`src/rtl/ifetch_unit_pkg.sv`:
```
// Shared definitions for the instruction-fetch front end: word type,
// fetch constants and the {pc, data} entry held by the instruction buffer.
package ifetch_unit_pkg;

  typedef logic [31:0] word_t;

  localparam word_t       INSTRUCTION_SIZE_IN_BYTES = 32'd4;
  localparam word_t       PC_INIT_ADDR              = 32'h0000_0000;
  localparam int unsigned FETCH_FIFO_DEPTH          = 2;

  typedef struct packed {
    word_t pc;
    word_t data;
  } fetch_entry_t;

endpackage

```
`src/rtl/fetch_fifo.sv`:
```
// Synchronous FIFO with clear; push and pop may coincide, including when full.
// Clear and reset take priority over push/pop.
module fetch_fifo #(
  parameter int unsigned Width = 32,
  parameter int unsigned Depth = 2
) (
  input  logic                         clk,
  input  logic                         res,
  input  logic                         clear_i,
  input  logic                         push_i,
  input  logic                         pop_i,
  input  logic [Width-1:0]             data_i,
  output logic [Width-1:0]             data_o,
  output logic                         full_o,
  output logic                         empty_o,
  output logic [$clog2(Depth+1)-1:0]   count_o
);

  localparam int unsigned PtrW = (Depth > 1) ? $clog2(Depth) : 1;
  localparam int unsigned CntW = $clog2(Depth + 1);

  logic [Width-1:0] mem_q [Depth];
  logic [PtrW-1:0]  wr_q, wr_d, rd_q, rd_d;
  logic [CntW-1:0]  cnt_q, cnt_d;
  logic             do_push, do_pop;

  function automatic logic [PtrW-1:0] ptr_inc(input logic [PtrW-1:0] p);
    return (p == PtrW'(Depth - 1)) ? '0 : p + 1'b1;
  endfunction

  always_comb begin
    do_pop  = pop_i & ~empty_o;
    do_push = push_i & (~full_o | do_pop);
    wr_d    = wr_q;
    rd_d    = rd_q;
    if (do_push) wr_d = ptr_inc(wr_q);
    if (do_pop)  rd_d = ptr_inc(rd_q);
    cnt_d = cnt_q + CntW'(do_push) - CntW'(do_pop);
  end

  always_ff @(posedge clk) begin
    if (!res || clear_i) begin
      wr_q  <= '0;
      rd_q  <= '0;
      cnt_q <= '0;
    end else begin
      wr_q  <= wr_d;
      rd_q  <= rd_d;
      cnt_q <= cnt_d;
    end
  end

  always_ff @(posedge clk) begin
    if (res && !clear_i && do_push) mem_q[wr_q] <= data_i;
  end

  assign data_o  = mem_q[rd_q];
  assign full_o  = (cnt_q == CntW'(Depth));
  assign empty_o = (cnt_q == '0);
  assign count_o = cnt_q;

endmodule

```
`src/rtl/ifetch_unit.sv`:
```
// Instruction-fetch front end: credit-limited memory reads, in-order response
// pairing with the request address, and flush handling via a discard count.
module ifetch_unit
  import ifetch_unit_pkg::*;
#(
  parameter int unsigned FifoDepth      = FETCH_FIFO_DEPTH,
  parameter int unsigned MaxOutstanding = 2
) (
  input  logic  clk,
  input  logic  res,
  input  word_t pc_in,
  output logic  pc_enable,
  input  logic  flush,
  output logic  mem_req_valid,
  input  logic  mem_req_ready,
  output word_t mem_req_addr,
  input  logic  mem_rsp_valid,
  input  word_t mem_rsp_data,
  output logic  inst_valid,
  input  logic  inst_ready,
  output word_t inst_data,
  output word_t inst_pc
);

  localparam int unsigned BufCntW = $clog2(FifoDepth + 1);
  localparam int unsigned AqCntW  = $clog2(MaxOutstanding + 1);
  localparam int unsigned SumW    = BufCntW + 1;

  logic                active_q;
  logic [AqCntW-1:0]   discard_q, discard_d;

  logic                fire, credit, rsp_keep;
  logic [SumW-1:0]     outstanding;

  logic                buf_push, buf_pop, buf_full, buf_empty;
  logic [BufCntW-1:0]  buf_count;
  fetch_entry_t        buf_in, buf_head;

  logic                aq_pop, aq_full, aq_empty;
  logic [AqCntW-1:0]   aq_count;
  word_t               aq_head;

  // Requests in flight = live addresses still queued + stale ones to be dropped.
  assign outstanding = SumW'(aq_count) + SumW'(discard_q);

  always_comb begin
    credit = (outstanding < SumW'(MaxOutstanding))
           && ((outstanding + SumW'(buf_count)) < SumW'(FifoDepth))
           && !aq_full;
    mem_req_valid = res & active_q & ~flush & credit;
    fire          = mem_req_valid & mem_req_ready;
    pc_enable     = res & active_q & (fire | flush);
    mem_req_addr  = pc_in;

    rsp_keep = mem_rsp_valid & (discard_q == '0);
    aq_pop   = rsp_keep & ~aq_empty;
    buf_push = rsp_keep & ~flush & (~buf_full | buf_pop);
    buf_in   = '{pc: aq_head, data: mem_rsp_data};

    inst_valid = res & ~buf_empty;
    buf_pop    = inst_valid & inst_ready;
    inst_data  = buf_head.data;
    inst_pc    = buf_head.pc;
  end

  // Stale addresses are never popped: clearing the queue on flush and counting
  // discards keeps later responses aligned with addresses pushed after the flush.
  always_comb begin
    discard_d = discard_q;
    if (flush) begin
      discard_d = AqCntW'(outstanding - SumW'(mem_rsp_valid));
    end else if (mem_rsp_valid && discard_q != '0) begin
      discard_d = discard_q - 1'b1;
    end
  end

  always_ff @(posedge clk) begin
    active_q <= res;
    if (!res) begin
      discard_q <= '0;
    end else begin
      discard_q <= discard_d;
    end
  end

  fetch_fifo #(
    .Width ($bits(fetch_entry_t)),
    .Depth (FifoDepth)
  ) u_inst_buf (
    .clk     (clk),
    .res     (res),
    .clear_i (flush),
    .push_i  (buf_push),
    .pop_i   (buf_pop),
    .data_i  (buf_in),
    .data_o  (buf_head),
    .full_o  (buf_full),
    .empty_o (buf_empty),
    .count_o (buf_count)
  );

  fetch_fifo #(
    .Width ($bits(word_t)),
    .Depth (MaxOutstanding)
  ) u_addr_q (
    .clk     (clk),
    .res     (res),
    .clear_i (flush),
    .push_i  (fire),
    .pop_i   (aq_pop),
    .data_i  (pc_in),
    .data_o  (aq_head),
    .full_o  (aq_full),
    .empty_o (aq_empty),
    .count_o (aq_count)
  );

endmodule
```
`config.mk`:
```
export PLATFORM = sky130hd
export DESIGN_NAME = ifetch_unit
export DESIGN_NICKNAME = d
export VERILOG_FILES = /design/src/rtl/ifetch_unit_pkg.sv /design/src/rtl/fetch_fifo.sv /design/src/rtl/ifetch_unit.sv
export SDC_FILE = /design/constraint.sdc
export NUM_CORES = 1
export LEC_CHECK = 0
export BUFFER_PORTS_ARGS = -buffer_cell sky130_fd_sc_hd__buf_2
export CAP_MARGIN = 20
export CORE_MARGIN = 1
export CORE_UTILIZATION = 30
export DETAILED_ROUTE_END_ITERATION = 7
export GPL_TIMING_DRIVEN = 0
export HOLD_SLACK_MARGIN = 0.1
export SETUP_SLACK_MARGIN = 0.02
export SLEW_MARGIN = 0
export SYNTH_ARGS = -nofsm -noshare
export SYNTH_HDL_FRONTEND = slang
export SYNTH_HIERARCHICAL = 1
export SYNTH_SLANG_ARGS = --single-unit
export TNS_END_PERCENT = 10
```
`constraint.sdc`:
```
create_clock -name clk -period 6.2 [get_ports clk]
set_input_delay 0.62 -clock clk [delete_from_list [all_inputs] [get_ports clk]]
set_output_delay 0.62 -clock clk [all_outputs]
set_load 0.005 [all_outputs]
```
== Word level (Yosys, flattened, before mapping) ==
Memory sizes are Yosys's and may differ from the RTL's. A register that Yosys moved wholly into a read port is not among the register bits.
Cells that the tools add are included.

* Bits in registers: 11
* Latch bits: 0
* Bits in writable memories: 192
* ROM bits: 0
* Input bits: 70
* Output and inout port bits: 99
* Memories: 2

{| class="wikitable"
|+ Memories
! name !! depth !! width !! rd ports !! clocked after memory_dff !! wr ports !! line !! source
|-
| u_inst_buf.mem_q || 2 || 64 || 1 || 1 || 1 || fetch_fifo.sv:22 || <nowiki>logic [Width-1:0] mem_q [Depth];</nowiki>
|-
| u_addr_q.mem_q || 2 || 32 || 1 || 1 || 1 || fetch_fifo.sv:22 ||
|}

* Add/sub/neg operators: 12
* Multiply operators: 0
* Divide/modulo/power cells: 0
* Magnitude comparators: 2
* Equality and inequality tests: 2
* Shift operators: 0
* Muxes and demuxes: 14
* Bitwise logic cells: 24
* Reduce and logical (&&, ||, !) cells: 15

{| class="wikitable"
|+ Operators by type and width
! kind !! count
|-
| bitwise AND 1 bit || 15
|-
| two-way mux 1 bit || 12
|-
| logical AND 1 bit || 6
|-
| zero test 2 bit || 3
|-
| less-than comparator 3 x 2 -> 1 bit, second input constant || 2
|-
| subtractor 2 x 1 -> 2 bit || 3
|-
| NOT 1 bit || 5
|-
| adder 1 bit, second input constant || 4
|-
| adder 2 x 1 -> 2 bit || 2
|-
| equality test 2 bit, second input constant || 2
|-
| two-way mux 2 bit || 2
|-
| OR 1 bit || 4
|-
| nonzero test 2 bit || 2
|-
| adder 2 x 2 -> 3 bit || 1
|-
| adder 3 x 2 -> 3 bit || 1
|-
| zero test 1 bit || 3
|-
| subtractor 2 x 1 -> 2 bit, second input constant || 1
|-
| logical OR 1 bit || 1
|}

== Logic depth before layout (Yosys ltp) ==
* Depth in word-level cells: 11
* Gate-level depth with buffers: 13
* Gate-level depth less buffers: 13

== Modules after synthesis ==
The synthesis kept the hierarchy.

{| class="wikitable"
|+ Modules (own cells, without submodules)
! module !! times used !! cells an instance !! area an instance (um2)
|-
| fetch_fifo (u_inst_buf) || 1 || 231 || 4852.2
|-
| fetch_fifo (u_addr_q) || 1 || 132 || 2553.7
|-
| ifetch_unit || 1 || 69 || 564.3
|}

== Worst setup path after synthesis ==
OpenSTA, ideal clock, no wires.

* Kind: input -> register
* From: input res
* To: memory u_inst_buf/mem_q[1][0] (netlist name) (enable)
* Library setup time: 0.565 ns
* Arrival: 5.974 ns
* Slack: -0.339 ns
* Cell stages on the path: 5
* Path through: and2b_1 nand2_1 a211oi_1 o21ai_1 nor3_1

* Longest elaborated chain between the ends: 8
* Elaborated cells on any way between the ends: 11

{| class="wikitable"
|+ RTL lines
! what !! line !! source
|-
| start: declaration || ifetch_unit.sv:10 || <nowiki>input logic res,</nowiki>
|-
| bitwise AND 1 bit || ifetch_unit.sv:60 || <nowiki>inst_valid = res & ~buf_empty;</nowiki>
|-
| bitwise AND 1 bit || ifetch_unit.sv:61 || <nowiki>buf_pop = inst_valid & inst_ready;</nowiki>
|-
| OR 1 bit || ifetch_unit.sv:57 || <nowiki>buf_push = rsp_keep & ~flush & (~buf_full | buf_pop);</nowiki>
|-
| bitwise AND 1 bit || ifetch_unit.sv:57 ||
|-
| via buf_push || ifetch_unit.sv:35 || <nowiki>logic buf_push, buf_pop, buf_full, buf_empty;</nowiki>
|-
| bitwise AND 1 bit || fetch_fifo.sv:33 || <nowiki>do_push = push_i & (~full_o | do_pop);</nowiki>
|-
| logical AND 1 bit || fetch_fifo.sv:54 || <nowiki>if (res && !clear_i && do_push) mem_q[wr_q] <= data_i;</nowiki>
|-
| two-way mux 1 bit || fetch_fifo.sv:54 ||
|-
| two-way mux 1 bit (implied by the code) || fetch_fifo.sv:54 ||
|-
| end: declaration || fetch_fifo.sv:22 ||
|}

The timed path passes the listed nets, and every way through them passes these cells.

== Worst setup path in the final report ==
* From: register u_addr_q.cnt_q[0] (netlist: u_addr_q/count_o[0])
* To: memory u_addr_q.mem_q[2][29] (netlist: u_addr_q/mem_q[1][29]) (enable)

* Longest elaborated chain between the ends: 11
* Elaborated cells on any way between the ends: 20

{| class="wikitable"
|+ RTL lines
! what !! line !! source
|-
| start: declaration || fetch_fifo.sv:24 || <nowiki>logic [CntW-1:0] cnt_q, cnt_d;</nowiki>
|-
| start signal: assignment || fetch_fifo.sv:49 || <nowiki>cnt_q <= cnt_d;</nowiki>
|-
| adder 2 x 2 -> 3 bit || ifetch_unit.sv:44 || <nowiki>assign outstanding = SumW'(aq_count) + SumW'(discard_q);</nowiki>
|-
| adder 3 x 2 -> 3 bit || ifetch_unit.sv:48 || <nowiki>&& ((outstanding + SumW'(buf_count)) < SumW'(FifoDepth))</nowiki>
|-
| less-than comparator 3 x 2 -> 1 bit || ifetch_unit.sv:48 ||
|-
| logical AND 1 bit || ifetch_unit.sv:48 ||
|-
| logical AND 1 bit (*) || ifetch_unit.sv:49 || <nowiki>&& !aq_full;</nowiki>
|-
| bitwise AND 1 bit (*) || ifetch_unit.sv:50 || <nowiki>mem_req_valid = res & active_q & ~flush & credit;</nowiki>
|-
| bitwise AND 1 bit (*) || ifetch_unit.sv:51 || <nowiki>fire = mem_req_valid & mem_req_ready;</nowiki>
|-
| via fire || ifetch_unit.sv:32 || <nowiki>logic fire, credit, rsp_keep;</nowiki>
|-
| bitwise AND 1 bit (*) || fetch_fifo.sv:33 ||
|-
| logical AND 1 bit (*) || fetch_fifo.sv:54 ||
|-
| two-way mux 1 bit (*) || fetch_fifo.sv:54 ||
|-
| two-way mux 1 bit (implied by the code) (*) || fetch_fifo.sv:54 ||
|-
| end: declaration || fetch_fifo.sv:22 ||
|}

Mark *: on every way through the listed nets, which the timed path passes. The rest lies on a longest branch.

==> results.toml <==
[outcome]
status = "finished, final reports clean"

[placement]
gp_congestion = 0.741
dpl.cell_count = 945
place_ws_ns = 2.05
place_area_um2 = 9440
port_buffers = 168
dp_hpwl_mm = 10.2

[drt]
vias = 4192
routed_wl_mm = 15.0
vias_per_cell = 4.25
route.detailed.drc = 0
ant_nets = 0
drt_iter0_drc = 205
dr.pass1.iters = 4
top_layer_used = "met4"
wl_met1_mm = 6.34
wl_per_cell_um = 15.2
met2_length_mm = 7.25
wl_met3_mm = 1.11

[flow_run]
drv_cap = 0

[setup_path]
crit_path_top_delay_cell = "nor3_2"
critPathKind = "reg -> reg"
cpPeakStageDelay_ns = 0.59
cp_max_fo = 10
cp.arrival_ns = 4.33
crit_path_end_kind = "register"
worstSetupStartpointType = "register"
cp_data_required_time_ns = 6.41
crit_family = "simple AND/OR/NAND/NOR gates"
path_cells = "ha_1, fa_1, fa_1, nor3_1, nand2_1, nor4_2, o21ai_1, nor3_2, buf_6, buf_6"
crit_buf_inv = 2

[clock_tree]
clock-sinks = 205
clock_latency_ns = 0.51
h-tree-depth = 1
cts_buffer_depth = 3
tritoncts = "yes"
ctsRootBufferMaster = "clkbuf_16"
cts_buffers = 23
cts_setup_buffers = 0
clk_pin_slew_ns = 0.06
cts-resized-gates = 0
cts_hold_buffers = 0

[yosys]
syn-cell-area_um2 = 7970
synth_xor_area_share_pct = 0.879
avgSynthCellArea_um2 = 18.4
synthAdderAreaFrac_pct = 1.29
ys_seq_elements = 205
synth_top_cells_by_count = "edfxtp_1, mux2_1, buf_4"
synth_top_area_share_pct = 72.3
synthSimpleGateAreaFrac_pct = 3.01
synth-seq-area-share_pct = 75.6
synth_compound_area_share_pct = 1.04
yosysTopAreaCell = "edfxtp_1"
synth_flop_cell = "edfxtp_1"
synth_warnings = 6
synth_most_common_cell = "edfxtp_1"
synthMuxAreaShare_pct = 13.8
synthArstFlopShare_pct = 0
ys_types = 33
synth_top_family_by_area = "multiplexers"
synth_cells = 432
synth-edff-count = 192
synth_fp_nets = 509
synthTopCellsByArea = "edfxtp_1, mux2_1, dfxtp_1"

[floorplan]
dieArea_um2 = 27200
io_pins = 169
start_util_pct = 30.6
std_cell_rows = 59
core_um2 = 26100
die_w_um = 165
die_h_um = 165

[pwr]
powerDensity_nw_per_um2 = 285
finalPower_mw = 2.89
leakagePower_nw = 3.82
ir_drop_mv = 0.177

[cells_and_area]
fin_nets = 712
area_delta_synth_final_pct = 27.3
drive_above_1_share_pct = 39.5
fin_area_um2 = 10100
diodes = 0
post-route-util_pct = 38.9
stdcell_count = 986

[grt]
groute.usage.overall_pct = 10.8
grt_pass1_vias = 4144
grt_max_degree = 31
grt_overflow = 0
antenna_found_initial = 0
grt_pass1_wl_mm = 22.4

[timing]
setup_ws_ns = 2.09
tightest_slew_ns = 0.664
period_minus_slack_ns = 4.11
rsz0062_at_grt = "false"
finalSetupViolCount = 0
finClkSkew_ns = 0.0173
max_slew_margin_pct = 55.5
finalCritPeriodShare_pct = 66.4
hold_violations = 0
clock.fmax_ghz = 0.243
fin_hold_ws_ns = 0.303
final-max-slew-violation-count = 0
tns_ns = 0

[min_path]
hp-class = "in -> reg"
[registers in the layout, summed over array words and instances, names as in the netlist, 2 cells and up, named ones only]
| name | cells |
|---|---|
| u_inst_buf/mem_q | 128 |
| discard_q | 2 |
| u_addr_q/mem_q | 64 |
| u_addr_q/count_o | 2 |
| u_inst_buf/count_o | 2 |
[cell families after synthesis]
group / Yosys count
mux: 98
fa+ha+maj: 7
buf+inv: 53
compound gates: 14
xor+xnor: 8
flops: 205
simple gates: 47
[worst reg2reg max path, stage by stage (launching register included)]
cell and delay, ns:
dfxtp_1 0.44, ha_1 0.21, fa_1 0.49, fa_1 0.49
nor3_1 0.23, nand2_1 0.12, nor4_2 0.51, o21ai_1 0.31
nor3_2 0.59, buf_6 0.25, buf_6 0.18
[area by class of cell]
cell class	instances	area (um^2)
sequential	205	6030
tap	335	419
timing repair buffer	178	1020
inverter	9	33.8
multi-input combinational	174	1630
clock inverter	6	56.3
buffer	44	314
fill	2397	15900
clock buffer	35	651
[metal layers]
metal,GRT usage [%],vias up
li1,-,2008
met1,13.0,2019
met2,18.8,136
met3,2.89,29
met4,3.21,0
met5,0,-
[path summary, 6_finish.rpt]
kind,cells after the start,slack (ns),to,start
max,10,2.09,u_addr_q/mem_q[1][29]$_DFFE_PP_,u_addr_q/count_o[0]$_SDFF_PP0_
min,1,0.30,u_inst_buf/mem_q[1][18]$_DFFE_PP_,mem_rsp_data[18]
max reg2reg,10,2.09,u_addr_q/mem_q[1][29]$_DFFE_PP_,u_addr_q/count_o[0]$_SDFF_PP0_
min reg2reg,2,0.46,u_inst_buf/wr_q$_SDFFE_PP0P_,u_inst_buf/wr_q$_SDFFE_PP0P_
[cells in the final DEF (no fill, tap or decap), drive strengths merged]
cell type,count
a211o,1
a211oi,1
a21oi,2
a31oi,1
and2,3
and2b,1
and3,1
buf,221
bufinv,1
clkbuf,36
clkinv,4
dfxtp,13
edfxtp,192
fa,2
ha,5
inv,10
mux2,96
mux2i,2
nand2,10
nand2b,5
nand3,2
nor2,15
nor2b,2
nor3,4
nor3b,1
nor4,1
o211a,1
o21ai,8
or3,2
xnor2,2
xor2,6
[report_power, final]
group | internal, mW | switching (mW)
registers | 1.52 | 0.00346
clock network | 0.761 | 0.503
logic | 0.0573 | 0.0515
total | 2.34 | 0.558
No activity file was read; power rests on OpenSTA's default activity.
